[src/rtl/multicycle_sequencer.sv]
`default_nettype none
// +--------------------------------------------------------------------------+
// | Module      : multicycle_sequencer                                        |
// | Description : Multi-cycle main controller for a MIPS-style datapath.     |
// |               Latches the instruction word, decodes opcode/funct and     |
// |               sequences fetch, decode, execute, memory and writeback.    |
// | Revision    : 1.0 - initial release                                      |
// +--------------------------------------------------------------------------+
module multicycle_sequencer #(
    parameter int MUL_CYCLES = 4
) (
    input  logic        clk,
    input  logic        rst_n,
    input  logic [31:0] instruction_memory,
    input  logic        instr_valid,
    input  logic        mem_ready,
    input  logic        alu_zero,
    output logic        pc_write,
    output logic        pc_src,
    output logic        ir_write,
    output logic        reg_write,
    output logic        reg_dst,
    output logic        mem_to_reg,
    output logic        alu_src,
    output logic [2:0]  alu_op,
    output logic        mem_read,
    output logic        mem_write,
    output logic        instr_done,
    output logic        illegal_instr,
    output logic        busy,
    output logic [15:0] instr_count
);

    localparam logic [3:0] c_FETCH  = 4'd0;
    localparam logic [3:0] c_DECODE = 4'd1;
    localparam logic [3:0] c_EXEC   = 4'd2;
    localparam logic [3:0] c_MULW   = 4'd3;
    localparam logic [3:0] c_ADDR   = 4'd4;
    localparam logic [3:0] c_MEM    = 4'd5;
    localparam logic [3:0] c_WB     = 4'd6;
    localparam logic [3:0] c_BRANCH = 4'd7;

    localparam logic [5:0] c_OP_RTYPE = 6'b000001;
    localparam logic [5:0] c_OP_LW    = 6'b000010;
    localparam logic [5:0] c_OP_SW    = 6'b000011;
    localparam logic [5:0] c_OP_BEQ   = 6'b000100;

    localparam logic [5:0] c_FN_ADD = 6'b100000;
    localparam logic [5:0] c_FN_SUB = 6'b100010;
    localparam logic [5:0] c_FN_AND = 6'b100100;
    localparam logic [5:0] c_FN_OR  = 6'b100101;
    localparam logic [5:0] c_FN_MUL = 6'b110010;

    localparam logic [2:0] c_ALU_ADD = 3'b000;
    localparam logic [2:0] c_ALU_SUB = 3'b001;
    localparam logic [2:0] c_ALU_AND = 3'b010;
    localparam logic [2:0] c_ALU_OR  = 3'b011;
    localparam logic [2:0] c_ALU_MUL = 3'b100;

    localparam logic [3:0] c_MUL_LOAD = 4'(MUL_CYCLES - 1);

    logic [3:0]  r_state;
    logic [3:0]  w_next_state;
    logic [31:0] r_ir;
    logic [3:0]  r_mul_cnt;
    logic [15:0] r_instr_count;
    logic        w_mul_load;

    logic [5:0]  w_opcode;
    logic [5:0]  w_funct;
    logic        w_is_alu;
    logic        w_is_mul;
    logic        w_is_lw;
    logic        w_is_sw;
    logic        w_is_beq;
    logic [2:0]  w_rtype_op;
    logic        w_unused_ir;

    assign w_opcode    = r_ir[31:26];
    assign w_funct     = r_ir[5:0];
    assign w_unused_ir = ^r_ir[25:6];

    // Instruction class decode from the latched IR
    always_comb begin
        w_is_alu   = 1'b0;
        w_is_mul   = 1'b0;
        w_rtype_op = c_ALU_ADD;
        if (w_opcode == c_OP_RTYPE) begin
            case (w_funct)
                c_FN_ADD: begin w_is_alu = 1'b1; w_rtype_op = c_ALU_ADD; end
                c_FN_SUB: begin w_is_alu = 1'b1; w_rtype_op = c_ALU_SUB; end
                c_FN_AND: begin w_is_alu = 1'b1; w_rtype_op = c_ALU_AND; end
                c_FN_OR:  begin w_is_alu = 1'b1; w_rtype_op = c_ALU_OR;  end
                c_FN_MUL: w_is_mul = 1'b1;
                default:  ;
            endcase
        end
    end

    assign w_is_lw  = (w_opcode == c_OP_LW);
    assign w_is_sw  = (w_opcode == c_OP_SW);
    assign w_is_beq = (w_opcode == c_OP_BEQ);

    always_ff @(posedge clk) begin
        if (!rst_n) begin
            r_state <= c_FETCH;
        end else begin
            r_state <= w_next_state;
        end
    end

    always_comb begin
        w_next_state  = r_state;
        w_mul_load    = 1'b0;
        pc_write      = 1'b0;
        pc_src        = 1'b0;
        ir_write      = 1'b0;
        reg_write     = 1'b0;
        reg_dst       = 1'b0;
        mem_to_reg    = 1'b0;
        alu_src       = 1'b0;
        alu_op        = c_ALU_ADD;
        mem_read      = 1'b0;
        mem_write     = 1'b0;
        instr_done    = 1'b0;
        illegal_instr = 1'b0;
        case (r_state)
            c_FETCH: begin
                if (instr_valid) begin
                    ir_write     = 1'b1;
                    pc_write     = 1'b1;
                    w_next_state = c_DECODE;
                end
            end
            c_DECODE: begin
                if (w_is_alu) begin
                    w_next_state = c_EXEC;
                end else if (w_is_mul) begin
                    w_mul_load   = 1'b1;
                    w_next_state = c_MULW;
                end else if (w_is_lw || w_is_sw) begin
                    w_next_state = c_ADDR;
                end else if (w_is_beq) begin
                    w_next_state = c_BRANCH;
                end else begin
                    illegal_instr = 1'b1;
                    w_next_state  = c_FETCH;
                end
            end
            c_EXEC: begin
                alu_op       = w_rtype_op;
                w_next_state = c_WB;
            end
            c_MULW: begin
                alu_op = c_ALU_MUL;
                if (r_mul_cnt == 4'd0) begin
                    w_next_state = c_WB;
                end
            end
            c_ADDR: begin
                alu_src      = 1'b1;
                w_next_state = c_MEM;
            end
            c_MEM: begin
                // Strobe is held through the cycle that sees mem_ready
                alu_src   = 1'b1;
                mem_read  = w_is_lw;
                mem_write = w_is_sw;
                if (mem_ready) begin
                    if (w_is_lw) begin
                        w_next_state = c_WB;
                    end else begin
                        instr_done   = 1'b1;
                        w_next_state = c_FETCH;
                    end
                end
            end
            c_WB: begin
                reg_write  = 1'b1;
                instr_done = 1'b1;
                if (w_is_lw) begin
                    mem_to_reg = 1'b1;
                end else begin
                    reg_dst = 1'b1;
                    alu_op  = w_is_mul ? c_ALU_MUL : w_rtype_op;
                end
                w_next_state = c_FETCH;
            end
            c_BRANCH: begin
                alu_op       = c_ALU_SUB;
                instr_done   = 1'b1;
                pc_write     = alu_zero;
                pc_src       = alu_zero;
                w_next_state = c_FETCH;
            end
            default: w_next_state = c_FETCH;
        endcase
    end

    always_ff @(posedge clk) begin
        if (!rst_n) begin
            r_ir <= 32'd0;
        end else if (ir_write) begin
            r_ir <= instruction_memory;
        end
    end

    // Counter starts at MUL_CYCLES-1 so the MULW dwell is exactly MUL_CYCLES
    always_ff @(posedge clk) begin
        if (!rst_n) begin
            r_mul_cnt <= 4'd0;
        end else if (w_mul_load) begin
            r_mul_cnt <= c_MUL_LOAD;
        end else if (r_state == c_MULW && r_mul_cnt != 4'd0) begin
            r_mul_cnt <= r_mul_cnt - 4'd1;
        end
    end

    always_ff @(posedge clk) begin
        if (!rst_n) begin
            r_instr_count <= 16'd0;
        end else if (instr_done) begin
            r_instr_count <= r_instr_count + 16'd1;
        end
    end

    assign busy        = (r_state != c_FETCH);
    assign instr_count = r_instr_count;

endmodule
`default_nettype wire

[config.mk]
export PLATFORM = sky130hd
export DESIGN_NAME = multicycle_sequencer
export DESIGN_NICKNAME = d
export VERILOG_FILES = /design/src/rtl/multicycle_sequencer.sv
export SDC_FILE = /design/constraint.sdc
export NUM_CORES = 1
export LEC_CHECK = 0
export BUFFER_PORTS_ARGS = -buffer_cell sky130_fd_sc_hd__buf_4
export CAP_MARGIN = 20
export CORE_MARGIN = 8
export CORE_UTILIZATION = 35
export DETAILED_ROUTE_END_ITERATION = 7
export GPL_ROUTABILITY_DRIVEN = 1
export PLACE_DENSITY = 0.6
export SLEW_MARGIN = 25
export SYNTH_ARGS = -nofsm -noshare
export SYNTH_HDL_FRONTEND = slang
export SYNTH_SLANG_ARGS = --single-unit
[constraint.sdc]
create_clock -name clk -period 1.91 [get_ports clk]
set_input_delay 0.2865 -clock clk [delete_from_list [all_inputs] [get_ports clk]]
set_output_delay 0.2865 -clock clk [all_outputs]
set_load 0.05 [all_outputs]
### Word level (Yosys, flattened, before mapping)

Index checks and enable logic that the tools add are counted.

* logic and storage cells: 81
* output and inout port bits: 31
* register bits: 56
* input bits: 37

* bitwise operators: 1
* equality and inequality tests: 19
* mux-type cells: 42
* add/sub/neg operators: 2
* reduce and logical (&&, ||, !) cells: 12

Operators with widths (number)
* 6-bit == test, second input constant: 5
* 1-bit two-way mux: 24
* 4-bit case mux with 6 select lines: 1
* 3-bit two-way mux: 7
* 16-bit by 1-bit adder with 16-bit output, second input constant: 1
* 4-bit by 3-bit == test with 1-bit output, second input constant: 4
* 6-bit by 2-bit == test with 1-bit output, second input constant: 2
* 4-bit two-way mux: 3
* 3-bit case mux with 4 select lines: 1
* 4-bit by 2-bit == test with 1-bit output, second input constant: 2
* 4-bit zero test: 2
* 4-bit nonzero test: 2
* 6-bit by 1-bit == test with 1-bit output, second input constant: 1
* 6-bit by 3-bit == test with 1-bit output, second input constant: 1
* 2-bit two-way mux: 3
* 2-bit != test, second input constant: 3
* 2-bit case mux with 3 select lines: 1
* 2-bit OR reduction: 3
* 4-bit by 1-bit == test with 1-bit output, second input constant: 1
* 1-bit case mux with 2 select lines: 2
* 4-bit OR reduction: 1
* 4-bit by 1-bit subtractor with 4-bit output, second input constant: 1
* 3-bit AND reduction: 1
* 2-bit nonzero test: 1
* other kinds (3): 3

### Logic depth before layout (Yosys ltp)

* depth after elaboration: 7
* gate-level depth with buffers: 7
* gate-level depth less buffers: 6

### Worst setup path before layout

OpenSTA, ideal clock, no wires.

* path kind: register to output
* from: register r_state[1]
* to: output alu_op[2]
* cell stages (with the launch flop): 5
* data arrival time: 2.588 ns
* setup slack: -0.965 ns
* data required time: 1.623 ns
* cells stage by stage: dfxtp_1 clkbuf_1 nand2_1 clkbuf_1 o41ai_1

* cells in the longest elaborated chain, start to end: 2
* elaborated cells on any way between the ends: 5

Ends and longest elaborated chain
* start: declaration: line 62 `logic [3:0] r_state;`
* start signal: assignment: line 106 `r_state <= c_FETCH;`
* start signal: assignment: line 108 `r_state <= w_next_state;`
* 4-bit by 3-bit == test with 1-bit output / 4-bit by 2-bit == test with 1-bit output (equally long branches): line 127 `case (r_state)`
* 3-bit case mux with 4 select lines *: line 127
* end: declaration: line 25 `output logic [2:0] alu_op,`

Mark *: on every way between the ends. The rest lies on a longest branch, timed or not.

### Worst setup path after layout

* from: register r_ir[29]
* to: output instr_done

* cells in the longest elaborated chain, start to end: 4

Ends and longest elaborated chain
* start: declaration: line 64 `logic [31:0] r_ir;`
* start signal: assignment: line 204 `r_ir <= instruction_memory;`
* 6-bit by 2-bit == test with 1-bit output: line 100 `assign w_is_lw = (w_opcode == c_OP_LW);`
* 1-bit two-way mux: line 170 `if (w_is_lw) begin`
* 1-bit two-way mux: line 169 `if (mem_ready) begin`
* 1-bit case mux with 2 select lines: line 127
* end: declaration: line 28 `output logic instr_done,`

No other way between the ends.

==> flow_summary.yaml <==
finish:
  finalNetCount: 356
  area_growth_pct: 36.86
  drive_above_1_share_pct: 35.22
  num_antenna_cells: 0
power_and_ir_drop:
  power.leakage_nw: 1.053
  clock_power_share_pct: 32.3
  power.density_nw_per_um2: 573.4
  fin_total_pwr_mw: 1.622
  power.internal_mw: 1.144
  p_sw_mw: 0.4779
  ir_worst_vdd_mv: 0.3019
  seqPwrFrac_pct: 48.0
  p_sw_share_pct: 29.46
  p_comb_share_pct: 19.6
die:
  core_um2: 5816
  die_area_um2: 8621
  start_util_pct: 35.54
  ios: 68
  die_width_um: 92.85
  die_h_um: 92.85
  num_rows: 28
cts:
  cts_buffers: 5
  clkLatencyLatePin_ns: 0.29
  clockRootBuffer: "clkbuf_8"
  htree_levels: 2
  clockBufferDepth: 2
  cts.sinks: 35
  clkTransAtPathRegs_ns: 0.07
  hold_buffers: 0
  tritoncts: "done"
logic_synthesis:
  synth_most_common_cell: "nand2_1"
  syn-num-nets: 298
  syn_inst: 259
  synthTopCellsByArea: "dfxtp_1 (34%), nand2_1 (7.3%), a21oi_1 (6.1%)"
  synth_top_area_share_pct: 33.90
  synth_area_um2: 2067
  synthArstFlopShare_pct: 0
  synth_edf_count: 0
  ys_seq_area_share_pct: 33.90
  synth_ff_type: "dfxtp_1"
  syn_area_per_cell_um2: 7.981
  synth.distinct_cells: 48
  synth_common_cells: "nand2_1 (40), dfxtp_1 (35), a21oi_1 (25), nand2b_1 (12), nand3_1 (11)"
  ys_ff_latch: 35
  yosysTopAreaCell: "dfxtp_1"
  yosys_warnings: 0
setup_path:
  path_class: "register to primary output"
  worstPathRequired_ns: 1.62
  critPathLaunchType: "register"
  path_cells: "or4_4, o211ai_4, nand2_2, buf_6"
  crit_fanout: 6
  cp_slowest_cell: "or4_4"
  endpoint_kind: "primary output"
  r2r_cells: 6
  slowest_delay_ns: 0.64
  cp_data_arrival_time_ns: 1.73
  critPathBufInv: 1
  critical_path_cell_count: 4
  crit_family: "simple AND/OR/NAND/NOR gates"
route:
  drtIter0Drc: 88
  drt-total-wl_mm: 5.519
  firstDrtPassIters: 4
  drc: 0
  routed-via-count: 2053
  ant_nets: 0
  routedWlPerCell_um: 14.04
  viasPerCell: 5.224
timing:
  worstMarginPinSlew_ns: 0.4845
  period_share_pct: 105.7
  rsz0062_at_grt: "true"
  finClkSkew_ns: 0.004755
  post-route-min-period_ns: 2.019
  drv_slew: 0
  fmax_ghz: 0.4954
  hold_viol_final: 0
  timing.hold.ws_ns: 0.2355
  setup_viol: 7
  setup_slack_ns: -0.1085
  relSlewSlack_pct: 67.70
global_route:
  grt_max_degree: 22
  grt_util_all_layers_pct: 12.77
  grt_pass1_wl_mm: 9.094
  grt-ovfl-total: 0
  antenna_found_initial: 0
  grt_pass1_vias: 1928
placed_design:
  place.gp.congestion: 0.8379
  numPortBuffers: 47
  dp_hpwl_mm: 4.078
outcome:
  violations: "setup timing"
  status: "finished, violations left"
hold_path:
  hold_path.class: "input port to register"
  hold_path_depth: 3
job:
  cap_violations: 0
-- final cells by class --
class | count | area (um^2)
clock inverter | 1 | 5.005
tap | 75 | 93.84
sequential | 35 | 705.7
fill | 606 | 2987
multi-input combinational | 199 | 1373
inverter | 8 | 30.03
timing repair buffer | 68 | 545.5
clock buffer | 7 | 76.32
-- flip-flops by register name, indices dropped and copies added, names as in the netlist --
name and count:
instr_count 16, r_ir 12, r_mul_cnt 4, r_state 3
-- worst reg2reg max path, cell delays in order, from the launching register on --
cell and delay (ns):
dfxtp_2 0.35, or4_4 0.64, buf_4 0.19, nor3_4 0.18
buf_12 0.17, nor4_1 0.08, mux2i_1 0.13
-- stage by stage --
step,instances,setup WS [ns],TNS [ns],area (um^2),util (%)
after floorplan,259,-0.3291,-0.6495,2108,-
after global placement,381,0.08892,0,2595,44.62
after detailed placement,381,0.06254,0,2595,44.62
after CTS,392,-0.1303,-0.5977,2773,47.68
after global routing,393,-0.1621,-0.9157,2829,48.64
final,393,-0.1085,-0.3514,2829,48.64
-- kinds of logic after synthesis --
kind of cell             Yosys count  share of synthesized area, %
AND/OR/NAND/NOR                  125                         33.47
AO/OA/AOI/OAI                     64                         21.37
flip-flops                        35                         33.90
adder cells (fa/ha/maj)            2                         1.210
multiplexers                       6                         2.906
XOR/XNOR                           2                        0.8476
buffers and inverters             25                         6.296
-- path summary, 6_finish.rpt --
check | start | to | slack [ns]
worst max-delay path | r_ir[29]$_SDFFE_PN0P_ | instr_done | -0.11
worst min-delay path | instruction_memory[30] | r_ir[30]$_SDFFE_PN0P_ | 0.24
worst max register to register | r_ir[29]$_SDFFE_PN0P_ | instr_count[11]$_SDFFE_PN0P_ | 0.06
worst min register to register | instr_count[15]$_SDFFE_PN0P_ | instr_count[15]$_SDFFE_PN0P_ | 0.47
-- per-layer routing --
metal | vias up | track usage, % | part of all wire, %
li1 | 1064 | - | -
met4 | 0 | 4.027 | 1.2
met2 | 35 | 21.01 | 48
met5 | - | 0 | 0
met3 | 6 | 3.560 | 4.6
met1 | 948 | 15.69 | 47
-- what timing repair did --
action / in CTS / in global routing
pin swaps: 6 / 7
gates resized for setup: 17 / 16
setup endpoints to repair: 9 / 13
gates cloned: 0 / 0
setup buffers: 3 / 2
-- power by group through the flow --
stage / combinational [mW] / sequential, mW / clock, mW
finish: 0.319 / 0.779 / 0.524
global route: 0.349 / 0.783 / 0.576
CTS: 0.311 / 0.773 / 0.541
detailed placement: 0.278 / 0.787 / 0
global placement: 0.276 / 0.787 / 0
floorplan: 0.192 / 0.782 / 0
-- layout by cell type (no fill, tap or decap), types with 2 or more instances in the layout --
master / Yosys / layout
buf_4: 0 / 61
a21oi_1: 25 / 25
nor4_4: 0 / 2
nor2_1: 7 / 5
nor3_1: 9 / 4
o41ai_1: 4 / 3
and4_1: 3 / 3
nor2b_1: 4 / 3
a21oi_2: 8 / 8
nand2_2: 0 / 3
and2_1: 4 / 2
inv_1: 7 / 6
xnor2_1: 2 / 2
o21a_1: 2 / 2
clkbuf_1: 10 / 2
ha_1: 2 / 2
dfxtp_2: 0 / 4
nand4b_1: 2 / 2
nor4_1: 6 / 3
nand4_1: 5 / 5
nand2b_1: 12 / 11
nand3b_1: 2 / 2
mux2i_1: 6 / 6
a2111o_1: 2 / 2
or4_1: 8 / 7
dfxtp_1: 35 / 31
nor3_4: 1 / 4
nand3_1: 11 / 11
and2_4: 0 / 2
nand2_1: 40 / 37
clkbuf_8: 0 / 5
buf_6: 2 / 6
o31ai_1: 8 / 8
nor3_2: 0 / 2
o211a_1: 2 / 2
and3_1: 3 / 3
o21ai_0: 5 / 4
Note: power is estimated with default switching activity, not from simulation.
